### config.mk
export PLATFORM = sky130hd
export DESIGN_NAME = mc_control
export DESIGN_NICKNAME = d
export VERILOG_FILES = /design/src/rtl/mc_pkg.sv /design/src/rtl/mc_control_decode.sv /design/src/rtl/mc_control.sv
export SDC_FILE = /design/constraint.sdc
export NUM_CORES = 1
export LEC_CHECK = 0
export BUFFER_PORTS_ARGS = -buffer_cell sky130_fd_sc_hd__buf_2
export CORE_ASPECT_RATIO = 0.6
export CORE_MARGIN = 2
export CORE_UTILIZATION = 53
export CTS_CLUSTER_SIZE = 16
export DETAILED_ROUTE_END_ITERATION = 8
export HOLD_SLACK_MARGIN = 0.03
export PLACE_DENSITY = 0.8
export SLEW_MARGIN = 20
export SYNTH_ARGS = -nofsm -noshare
export SYNTH_HDL_FRONTEND = slang
export SYNTH_HIERARCHICAL = 1
export SYNTH_SLANG_ARGS = --single-unit
### constraint.sdc
create_clock -name clk -period 2.1 [get_ports clk]
set_clock_uncertainty 0.05 [all_clocks]
set_input_delay 0.105 -clock clk [delete_from_list [all_inputs] [get_ports clk]]
set_output_delay 0.105 -clock clk [all_outputs]
set_load 0.02 [all_outputs]
### src/rtl/mc_pkg.sv
// Shared types and encodings for the multi-cycle MIPS control sequencer.
// Opcode/func constants follow the standard MIPS32 encoding.
package mc_pkg;

   typedef enum logic [2:0] {
      StFetch  = 3'd0,
      StDecode = 3'd1,
      StExec   = 3'd2,
      StMem    = 3'd3,
      StWb     = 3'd4,
      StTrap   = 3'd5
   } state_e;

   typedef enum logic [3:0] {
      ClsNone,
      ClsRAlu,
      ClsImm,
      ClsLw,
      ClsLb,
      ClsSw,
      ClsSb,
      ClsBranch,
      ClsMulDiv,
      ClsJ,
      ClsJal,
      ClsSyscall,
      ClsIllegal
   } cls_e;

   localparam int unsigned AluW = 6;

   // Opcodes (IR[31:26]); REGIMM is only used for BGEZ here
   localparam logic [5:0] OpRType  = 6'b000000;
   localparam logic [5:0] OpRegImm = 6'b000001;
   localparam logic [5:0] OpJ      = 6'b000010;
   localparam logic [5:0] OpJal    = 6'b000011;
   localparam logic [5:0] OpBeq    = 6'b000100;
   localparam logic [5:0] OpBne    = 6'b000101;
   localparam logic [5:0] OpBlez   = 6'b000110;
   localparam logic [5:0] OpBgtz   = 6'b000111;
   localparam logic [5:0] OpAddi   = 6'b001000;
   localparam logic [5:0] OpAddiu  = 6'b001001;
   localparam logic [5:0] OpSlti   = 6'b001010;
   localparam logic [5:0] OpAndi   = 6'b001100;
   localparam logic [5:0] OpOri    = 6'b001101;
   localparam logic [5:0] OpXori   = 6'b001110;
   localparam logic [5:0] OpLui    = 6'b001111;
   localparam logic [5:0] OpLb     = 6'b100000;
   localparam logic [5:0] OpLw     = 6'b100011;
   localparam logic [5:0] OpSb     = 6'b101000;
   localparam logic [5:0] OpSw     = 6'b101011;

   // R-type func codes; the ALU ones double as the alu_op encoding
   localparam logic [AluW-1:0] FnAdd     = 6'b100000;
   localparam logic [AluW-1:0] FnAddu    = 6'b100001;
   localparam logic [AluW-1:0] FnSub     = 6'b100010;
   localparam logic [AluW-1:0] FnAnd     = 6'b100100;
   localparam logic [AluW-1:0] FnOr      = 6'b100101;
   localparam logic [AluW-1:0] FnXor     = 6'b100110;
   localparam logic [AluW-1:0] FnSlt     = 6'b101010;
   localparam logic [AluW-1:0] FnSyscall = 6'b001100;
   localparam logic [AluW-1:0] FnMult    = 6'b011000;
   localparam logic [AluW-1:0] FnDiv     = 6'b011010;

   localparam logic [1:0] PcSrcPlus4  = 2'd0;
   localparam logic [1:0] PcSrcBranch = 2'd1;
   localparam logic [1:0] PcSrcJump   = 2'd2;

   localparam logic [1:0] RegDstRt  = 2'd0;
   localparam logic [1:0] RegDstRd  = 2'd1;
   localparam logic [1:0] RegDstR31 = 2'd2;

   localparam logic [1:0] WbSelAlu = 2'd0;
   localparam logic [1:0] WbSelMem = 2'd1;
   localparam logic [1:0] WbSelPc4 = 2'd2;

   localparam logic [1:0] CauseNone    = 2'd0;
   localparam logic [1:0] CauseIllegal = 2'd1;
   localparam logic [1:0] CauseSyscall = 2'd2;
   localparam logic [1:0] CauseTimeout = 2'd3;

   function automatic logic is_load(cls_e c);
      return (c == ClsLw) || (c == ClsLb);
   endfunction

   function automatic logic is_store(cls_e c);
      return (c == ClsSw) || (c == ClsSb);
   endfunction

   function automatic logic is_byte(cls_e c);
      return (c == ClsLb) || (c == ClsSb);
   endfunction

endpackage

### src/rtl/mc_control_decode.sv
// Combinational instruction classifier: opcode/func -> class, ALU function and operand select.
// Unknown R-type funcs are classed illegal alongside unknown opcodes.
module mc_decode
   import mc_pkg::*;
#(
   parameter bit MULDIV_EN = 1'b1
) (
   input  logic [5:0]      opcode,
   input  logic [5:0]      func,
   output cls_e            cls,
   output logic [AluW-1:0] alu_op,
   output logic            alu_src,
   output logic            illegal,
   output logic            syscall
);

   always_comb begin
      cls     = ClsIllegal;
      alu_op  = FnAdd;
      alu_src = 1'b0;
      case (opcode)
         OpRType: begin
            alu_op = func;
            case (func)
               FnAdd, FnAddu, FnSub, FnAnd, FnOr, FnXor, FnSlt: cls = ClsRAlu;
               FnMult, FnDiv: cls = MULDIV_EN ? ClsMulDiv : ClsIllegal;
               FnSyscall:     cls = ClsSyscall;
               default:       cls = ClsIllegal;
            endcase
         end
         OpJ:   cls = ClsJ;
         OpJal: cls = ClsJal;
         OpBeq, OpBne, OpBlez, OpBgtz, OpRegImm: begin
            cls    = ClsBranch;
            alu_op = FnSub;
         end
         OpAddi: begin
            cls     = ClsImm;
            alu_src = 1'b1;
         end
         OpAddiu: begin
            cls     = ClsImm;
            alu_op  = FnAddu;
            alu_src = 1'b1;
         end
         OpSlti: begin
            cls     = ClsImm;
            alu_op  = FnSlt;
            alu_src = 1'b1;
         end
         OpAndi: begin
            cls     = ClsImm;
            alu_op  = FnAnd;
            alu_src = 1'b1;
         end
         OpOri: begin
            cls     = ClsImm;
            alu_op  = FnOr;
            alu_src = 1'b1;
         end
         OpXori: begin
            cls     = ClsImm;
            alu_op  = FnXor;
            alu_src = 1'b1;
         end
         // LUI adds the upper-immediate operand to zero in the datapath
         OpLui: begin
            cls     = ClsImm;
            alu_src = 1'b1;
         end
         OpLw: begin
            cls     = ClsLw;
            alu_src = 1'b1;
         end
         OpLb: begin
            cls     = ClsLb;
            alu_src = 1'b1;
         end
         OpSw: begin
            cls     = ClsSw;
            alu_src = 1'b1;
         end
         OpSb: begin
            cls     = ClsSb;
            alu_src = 1'b1;
         end
         default: cls = ClsIllegal;
      endcase
   end

   assign illegal = (cls == ClsIllegal);
   assign syscall = (cls == ClsSyscall);

endmodule

### src/rtl/mc_control.sv
// Multi-cycle control sequencer: FETCH/DECODE/EXEC/MEM/WB with memory and MULT/DIV stalls,
// plus a sticky trap for illegal opcodes, syscall and memory timeout.
module mc_control
   import mc_pkg::*;
#(
   parameter int unsigned ALU_OP_W  = 6,
   parameter int unsigned TIMEOUT   = 16,
   parameter bit          MULDIV_EN = 1'b1
) (
   input  logic                clk,
   input  logic                rst_n,
   input  logic [5:0]          opcode,
   input  logic [5:0]          func,
   input  logic                mem_ready,
   input  logic                alu_done,
   input  logic                cond_true,
   output logic                ir_write,
   output logic                pc_write,
   output logic [1:0]          pc_src,
   output logic                mem_req,
   output logic                mem_we,
   output logic                mem_byte,
   output logic                iord,
   output logic                reg_write,
   output logic [1:0]          reg_dst,
   output logic [1:0]          wb_sel,
   output logic                alu_src,
   output logic [ALU_OP_W-1:0] alu_op,
   output logic                alu_start,
   output logic                retire,
   output logic                trap,
   output logic [1:0]          trap_cause,
   output logic [2:0]          state
);

   localparam int unsigned CntW = (TIMEOUT > 1) ? $clog2(TIMEOUT) : 1;

   state_e          state_q, state_d;
   cls_e            cls_q;
   logic [AluW-1:0] alu_op_q;
   logic            alu_src_q;
   logic [1:0]      cause_q, cause_d;
   logic            started_q, started_d;
   logic [CntW-1:0] cnt_q, cnt_d;
   logic            expired;
   logic [AluW-1:0] alu_op_c;

   cls_e            dec_cls;
   logic [AluW-1:0] dec_alu_op;
   logic            dec_alu_src;
   logic            dec_illegal;
   logic            dec_syscall;

   mc_decode #(
      .MULDIV_EN (MULDIV_EN)
   ) u_decode (
      .opcode  (opcode),
      .func    (func),
      .cls     (dec_cls),
      .alu_op  (dec_alu_op),
      .alu_src (dec_alu_src),
      .illegal (dec_illegal),
      .syscall (dec_syscall)
   );

   // Last allowed wait cycle; a mem_ready arriving here still completes the access
   assign expired = (TIMEOUT != 0) && (cnt_q == CntW'(TIMEOUT - 1));

   always_comb begin
      state_d   = state_q;
      cause_d   = cause_q;
      started_d = 1'b0;
      ir_write  = 1'b0;
      pc_write  = 1'b0;
      pc_src    = PcSrcPlus4;
      mem_req   = 1'b0;
      mem_we    = 1'b0;
      mem_byte  = 1'b0;
      iord      = 1'b0;
      reg_write = 1'b0;
      reg_dst   = RegDstRt;
      wb_sel    = WbSelAlu;
      alu_src   = 1'b0;
      alu_op_c  = '0;
      alu_start = 1'b0;
      retire    = 1'b0;

      unique case (state_q)
         StFetch: begin
            mem_req = 1'b1;
            if (mem_ready) begin
               ir_write = 1'b1;
               pc_write = 1'b1;
               state_d  = StDecode;
            end else if (expired) begin
               state_d = StTrap;
               cause_d = CauseTimeout;
            end
         end
         StDecode: begin
            if (dec_illegal) begin
               state_d = StTrap;
               cause_d = CauseIllegal;
            end else if (dec_syscall) begin
               state_d = StTrap;
               cause_d = CauseSyscall;
            end else if (dec_cls == ClsJ || dec_cls == ClsJal) begin
               pc_write = 1'b1;
               pc_src   = PcSrcJump;
               retire   = 1'b1;
               state_d  = StFetch;
               if (dec_cls == ClsJal) begin
                  reg_write = 1'b1;
                  reg_dst   = RegDstR31;
                  wb_sel    = WbSelPc4;
               end
            end else begin
               state_d = StExec;
            end
         end
         StExec: begin
            alu_op_c = alu_op_q;
            alu_src  = alu_src_q;
            case (cls_q)
               ClsMulDiv: begin
                  alu_start = !started_q;
                  started_d = 1'b1;
                  if (alu_done) begin
                     retire    = 1'b1;
                     started_d = 1'b0;
                     state_d   = StFetch;
                  end
               end
               ClsBranch: begin
                  pc_src   = PcSrcBranch;
                  pc_write = cond_true;
                  retire   = 1'b1;
                  state_d  = StFetch;
               end
               ClsLw, ClsLb, ClsSw, ClsSb: state_d = StMem;
               default:                    state_d = StWb;
            endcase
         end
         StMem: begin
            alu_op_c = alu_op_q;
            alu_src  = alu_src_q;
            mem_req  = 1'b1;
            iord     = 1'b1;
            mem_we   = is_store(cls_q);
            mem_byte = is_byte(cls_q);
            if (mem_ready) begin
               if (is_store(cls_q)) begin
                  retire  = 1'b1;
                  state_d = StFetch;
               end else begin
                  state_d = StWb;
               end
            end else if (expired) begin
               state_d = StTrap;
               cause_d = CauseTimeout;
            end
         end
         StWb: begin
            alu_op_c  = alu_op_q;
            alu_src   = alu_src_q;
            reg_write = 1'b1;
            reg_dst   = (cls_q == ClsRAlu) ? RegDstRd : RegDstRt;
            wb_sel    = is_load(cls_q) ? WbSelMem : WbSelAlu;
            retire    = 1'b1;
            state_d   = StFetch;
         end
         StTrap: begin
            state_d = StTrap;
         end
         default: begin
            state_d = StFetch;
         end
      endcase

      // Counter restarts on every entry to a memory-wait state
      cnt_d = '0;
      if ((state_q == StFetch || state_q == StMem) && !mem_ready && state_d == state_q) begin
         cnt_d = cnt_q + 1'b1;
      end

      // Holding reset must silence the datapath even though state is already FETCH
      if (!rst_n) begin
         ir_write  = 1'b0;
         pc_write  = 1'b0;
         pc_src    = PcSrcPlus4;
         mem_req   = 1'b0;
         mem_we    = 1'b0;
         mem_byte  = 1'b0;
         iord      = 1'b0;
         reg_write = 1'b0;
         reg_dst   = RegDstRt;
         wb_sel    = WbSelAlu;
         alu_src   = 1'b0;
         alu_op_c  = '0;
         alu_start = 1'b0;
         retire    = 1'b0;
      end
   end

   assign alu_op     = ALU_OP_W'(alu_op_c);
   assign trap       = (state_q == StTrap);
   assign trap_cause = cause_q;
   assign state      = state_q;

   always_ff @(posedge clk or negedge rst_n) begin
      if (!rst_n) begin
         state_q   <= StFetch;
         cause_q   <= CauseNone;
         started_q <= 1'b0;
         cnt_q     <= '0;
         cls_q     <= ClsNone;
         alu_op_q  <= '0;
         alu_src_q <= 1'b0;
      end else begin
         state_q   <= state_d;
         cause_q   <= cause_d;
         started_q <= started_d;
         cnt_q     <= cnt_d;
         if (state_q == StDecode) begin
            cls_q     <= dec_cls;
            alu_op_q  <= dec_alu_op;
            alu_src_q <= dec_alu_src;
         end
      end
   end

endmodule

==> results of run 1 <==
## logic make-up after synthesis
kind of cell / Yosys count / synth area share (%)
AND/OR/NAND/NOR: 92 / 32.5
AO/OA/AOI/OAI: 49 / 19.5
buffers and inverters: 21 / 8.01
flip-flops: 21 / 29.8
multiplexers: 11 / 7.02
XOR/XNOR: 5 / 2.48
adder cells (fa/ha/maj): 1 / 0.709
## what timing repair did
item                       in CTS  in global routing
pin swaps                       5                  4
setup endpoints to repair       6                  9
hold endpoints to repair       22                  0
hold buffers                    2                  0
setup buffers                   1                  5
gates resized for setup        23                  9
## registers in the layout, indices dropped and copies added, names as in the netlist
| signal | flops |
|---|---|
| cls_q | 4 |
| alu_src_q | 1 |
| started_q | 1 |
| state | 3 |
| alu_op_q | 6 |
| cnt_q | 4 |
| trap_cause | 2 |
## worst max path at each step
stage,cells after the start,to,start
global route,11,retire,opcode[3]
finish,11,retire,opcode[3]
global placement,9,state[2],func[2]
floorplan,5,reg_dst[0],state[0]
CTS,10,reg_write,func[2]
detailed placement,9,state[2],func[2]
## power groups by stage
stage	registers [mW]	logic (mW)	clock network (mW)
floorplan	0.602	0.814	0
global placement	0.660	0.971	0
detailed placement	0.666	0.997	0
CTS	0.661	1.05	0.281
global route	0.691	1.19	0.310
finish	0.669	1.10	0.287
## layer usage
metal	vias up	routed length, um	part of all wire (%)	global-route usage (%)
met3	7	457	8.7	5.22
met5	-	0	0	0
met1	897	2400	45	43.3
li1	890	-	-	-
met4	0	50	0.95	3.80
met2	85	2370	45	40.6
## worst reg2reg max path: cells and delay by family (launching register included)
kind / cells / cell delay, ps
DFF: 1 / 500
and+or+nand+nor: 1 / 470
muxes: 1 / 350
buffers and inverters: 1 / 260
## stage by stage
stage	setup slack, ps	setup TNS [ps]	hold WS, ps	utilization, %
2_1_floorplan	21.7	0	-241	-
3_3_place_gp	-96.3	-374	-104	67.8
3_5_place_dp	-230	-900	-104	67.8
4_1_cts	-37.2	-113	144	73.8
5_1_grt	-192	-901	170	75.8
6_report	-98.2	-182	151	75.8
## cell type report
class	count	share of cell area, %
multi-input cells	158	49.8
repair buffers	85	23.2
flip-flops and latches	21	21.6
well taps	45	2.30
clock buffers	3	1.69
inverters	6	1.08
clock inverters	1	0.307
## placed cells by master (no fill, tap or decap), types with 4 or more instances in the layout
cell and n:
inv_1 4, mux2_2 11, buf_2 39, dfrtp_1 19
o21ai_0 7, nand2b_1 8, nand2_1 8, nor2_1 15
and2_1 7, nand4b_1 4, a31oi_1 5, a21oi_1 10
buf_6 6, nor3_1 6, buf_4 38, o21a_1 4
==> flow_summary_export.csv, run 1 <==
group,metric,value,unit
power,ir_drop,0.532,mV
sta,min_period,2200,ps
power,pwr-share-comb,53.5,%
setup_path,required,1950,ps
grt,antenna_found_initial,0,
finish,register_area,528,um2
grt,overflow,0,
sta,slew_headroom,63.5,%
floorplan,start_util,54.8,%
synthesis,synthTopCellsByArea,"dfrtp_1 30%, mux2_2 7.0%, nor2_1 3.6%",
placement,place_area,0.00219,mm2
setup_path,cp_num_buf_inv,3,
clocking,clock-sinks,21,
power,power_switching,0.922,mW
setup_path,r2r_start,"state[1]",
run_status,status,"finished with violations",
sta,grt_setup_unrepaired,"true",
finish,fin_nets,293,
floorplan,die_x,78.5,um
floorplan,coreArea,0.00322,mm2
clocking,cts.path.max_buffers,2,
setup_path,cp.arrival,2040,ps
setup_path,ff2ff_setup_slack,360,ps
routing,first_pass_iters,4,
finish,syn_to_final_growth,38.4,%
routing,wl_per_cell,16.5,um
setup_path,r2r.worst_path.cells,3,
synthesis,synth_top_area_share,29.8,%
grt,grt_first_pass_wirelength,8290,um
setup_path,crit_fanout,5,
grt,grt_max_degree,18,
grt,grt_pass1_vias,1667,
floorplan,die-area,0.00382,mm2
synthesis,synth_edf_count,0,
sta,slew_violations,0,
power,clock_power_share,14.0,%
power,leakage,1.10,nW
floorplan,die_y,48.7,um
setup_path,worstPathCellList,"buf_2 > buf_4 > nor2_2 > o21ai_0 > a31oi_1 > or2_1 > xnor2_1 > nor3b_2 > nand3_1 > a31oi_1 > buf_2",
power,seqPwrFrac,32.5,%
placement,dp.cells,307,
sta,worst_pin_slew,541,ps
clocking,htree_levels,1,
finish,multi_input_area,0.00122,mm2
setup_path,slowest_stage,"a31oi_1",
synthesis,synth_top_area_cell,"dfrtp_1",
synthesis,syn_area_per_cell,8.83,um2
synthesis,synth.top_cells.by_count,"21 x dfrtp_1, 17 x nor2_1, 11 x a21oi_1, 11 x mux2_2",
synthesis,dominantRegCellSynth,"dfrtp_1",
run,cap_violations,0,
setup_path,timing_worst_setup_path_type,"primary input to output pin",
routing,avgViaCountPerCell,5.89,
synthesis,ys_warn_count,6,
worst_hold_path,hp-class,"primary input to asynchronous set/reset pin",
finish,drive_gt1_share,47.1,%
sta,fin_ws,-98.2,ps
routing,vias,1879,
setup_path,crit_path_end_kind,"output pin",
run_status,violations,"negative setup slack",
sta,finalHoldViolCount,0,
routing,wl,5280,um
synthesis,syn_inst,200,
clocking,cts_buffers,3,
power,p_sw_share,44.8,%
routing,final_antenna_net_count,0,
synthesis,synth_area,0.00177,mm2
finish,layout.filler_cells,219,
floorplan,num_rows,16,
finish,antenna_cells,0,
sta,min_period_over_period,105,%
power,power_density,841,mW/mm2
setup_path,cp-start-kind,"primary input",
synthesis,synth.most_common_cell,"dfrtp_1",
synthesis,netlist-cell-type-count,57,
power,p_int,1.13,mW
placement,dpl.hpwl,3520,um
synthesis,syn-num-nets,218,
floorplan,top_level_ports,45,
grt,grt_use_total,27.7,%
sta,setup_viol,4,
setup_path,cpPeakStageDelay,320,ps
synthesis,ys_ff_latch,21,
clocking,clkTransAtPathRegs,80,ps
routing,drc,0,
synthesis,synth_seq_area_share,29.8,%
setup_path,crit_family,"simple AND/OR/NAND/NOR gates",
sta,max_freq,455,MHz
finish,fin_area,0.00244,mm2
clocking,clk_latency,270,ps
routing,drt_iter0_markers,125,
clocking,cts_root_buf,"clkbuf_8",
power,total_power,2.05,mW
finish,layoutNonFillerInstCount,319,
placement,gp_congestion,0.918,
clocking,cts_tree,"built",
placement,io_buffers,44,
synthesis,synthArstFlopShare,100,%
setup_path,r2r_end,"alu_op_q[4]",
No activity file was read; power rests on OpenSTA's default activity.
==> run 2, diff against run 1 <==
--- a/config.mk
+++ b/config.mk
@@ -6,7 +6,7 @@
 export NUM_CORES = 1
 export LEC_CHECK = 0
 export BUFFER_PORTS_ARGS = -buffer_cell sky130_fd_sc_hd__buf_2
-export CORE_ASPECT_RATIO = 0.6
+export CORE_ASPECT_RATIO = 2
 export CORE_MARGIN = 2
 export CORE_UTILIZATION = 53
 export CTS_CLUSTER_SIZE = 16
==> run 2 against run 1 <==
Effect of this change: the flow still finishes with violations (negative setup slack); sequential share of layout area shrank 0.98 points; register-to-register slack gained 30 ps; largest cell class unchanged; sequential cell count unchanged.
==> flow_summary_export.csv, run 2 (same netlist as run 1, synthesis figures left out) <==
group,metric,value,unit
run_status,status,"finished with violations",
run_status,violations,"negative setup slack",
grt,grt_first_pass_wirelength,8690,um
sta,grt_setup_unrepaired,"true",
setup_path,crit_path_end_kind,"output pin",
clocking,cts.path.max_buffers,2,
sta,setup_tns,-330,ps
clocking,htree_levels,1,
placement,gp_congestion,0.878,
floorplan,start_util,55.3,%
run,cap_violations,0,
routing,first_pass_iters,4,
sta,worst_pin_slew,584,ps
finish,fin_util,80.0,%
placement,dp.cells,298,
sta,finalHoldViolCount,0,
sta,fin_ws,-81.3,ps
finish,largest_reg_flops,6,
finish,mostFrequentLayoutCell,"buf_4",
grt,grt_use_total,30.8,%
routing,vias,1967,
floorplan,coreArea,0.00319,mm2
power,ir_drop,0.724,mV
grt,antenna_found_initial,0,
finish,fin_area,0.00255,mm2
finish,fin_nets,297,
power,leakage,1.15,nW
worst_hold_path,hp-class,"primary input to flip-flop",
placement,io_buffers,44,
grt,grt_max_degree,15,
grt,overflow,0,
setup_path,crit_fanout,4,
floorplan,die_y,85.6,um
finish,syn_to_final_growth,44.6,%
sta,min_period,2180,ps
power,total_power,2.12,mW
clocking,cts_buffers,3,
floorplan,die-area,0.00384,mm2
finish,layout_common_cells,"44 x buf_4, 33 x buf_2, 20 x dfrtp_1, 14 x nor2_1, 11 x mux2_2",
routing,final_antenna_net_count,0,
sta,setup_viol,6,
finish,drive_gt1_share,49.6,%
floorplan,top_level_ports,45,
finish,largest_register,"alu_op_q",
finish,layoutNonFillerInstCount,309,
routing,wl,5950,um
grt,grt_pass1_vias,1957,
sta,max_freq,458,MHz
clocking,clkTransAtPathRegs,80,ps
clocking,cts_tree,"built",
floorplan,num_rows,29,
routing,drc,0,
routing,avgViaCountPerCell,6.37,
clocking,cts_root_buf,"clkbuf_8",
worst_hold_path,min_path_cells,3,
setup_path,timing_worst_setup_path_type,"primary input to output pin",
sta,slew_violations,0,
setup_path,r2r.worst_path.cells,5,
sta,min_period_over_period,104,%
clocking,clock-sinks,21,
clocking,clk_latency,260,ps
sta,slew_headroom,61.0,%
setup_path,required,1950,ps
power,power_density,828,mW/mm2
floorplan,die_x,44.8,um
placement,dpl.hpwl,3960,um
finish,largestRegisters,"alu_op_q x6, cls_q x4, cnt_q x4",
routing,drt_iter0_markers,53,
setup_path,cp.arrival,2030,ps
placement,place_area,0.00221,mm2
setup_path,cp-start-kind,"primary input",
finish,antenna_cells,0,
routing,wl_per_cell,19.3,um
==> run 2: changes by cell type in the layout (fill, tap and decap cells not counted), sizes merged <==
| cell | delta |
|---|---|
| inv | +1 |
| dlygate4sd3 | +1 |
| clkinvlp | -2 |
| clkbuf | +1 |
| buf | +2 |
| clkinv | +1 |
==> run 2: worst max-delay path: stages <==
cell and delay (ps):
buf_8 110, nor3b_4 220, buf_6 140, a32oi_2 100, or2_1 260, a31oi_4 180
xnor2_2 110, nor3b_2 310, nand3_2 180, a31oi_1 160, buf_4 160
==> run 2: final timing paths <==
check	start	end	slack [ps]
worst max-delay path	func[1]	retire	-80
worst min-delay path	mem_ready	state[0]	240
worst max register to register	state[1]	state[1]	390
worst min register to register	cnt_q[0]	cnt_q[0]	420
max in group asynchronous	rst_n	state[0]	1080
min in group asynchronous	rst_n	alu_op_q[4]	310
==> run 2: repair_timing <==
| action | CTS | global route |
|---|---|---|
| setup endpoints to repair | 7 | 8 |
| pin swaps | 8 | 6 |
| resized for setup | 23 | 33 |
| endpoints found under the hold margin | 22 | 0 |
| setup buffers | 1 | 3 |
| hold buffers | 3 | 0 |
==> run 2: report_power, final <==
| group | switching (mW) | internal, mW | leakage (nW) |
|---|---|---|---|
| registers | 0.116 | 0.505 | 0.266 |
| clock network | 0.138 | 0.132 | 0.0255 |
| logic | 0.673 | 0.551 | 0.855 |
| total | 0.927 | 1.19 | 1.15 |
==> run 2: layout make-up <==
type | count | area (um2)
multi-input cells | 158 | 1290
fillers | 223 | 639
repair buffers | 89 | 627
flip-flops and latches | 21 | 527
clock buffers | 3 | 41.3
well taps | 31 | 38.8
inverters | 6 | 22.5
clock inverters | 1 | 5.00
==> run 2: metal layers <==
metal / global-route usage (%) / part of all wire, %
met1: 26.8 / 31
met5: 0 / 0
met3: 4.00 / 3.6
met4: 21.4 / 6.6
met2: 58.6 / 59
==> run 2: stage by stage <==
| step | setup slack (ps) | hold slack (ps) |
|---|---|---|
| 4_1_cts | -39.6 | 224 |
| 3_3_place_gp | -52.5 | -69.5 |
| 6_report | -81.3 | 238 |
| 3_5_place_dp | -247 | -61.8 |
| 2_1_floorplan | 21.7 | -241 |
| 5_1_grt | -172 | 237 |
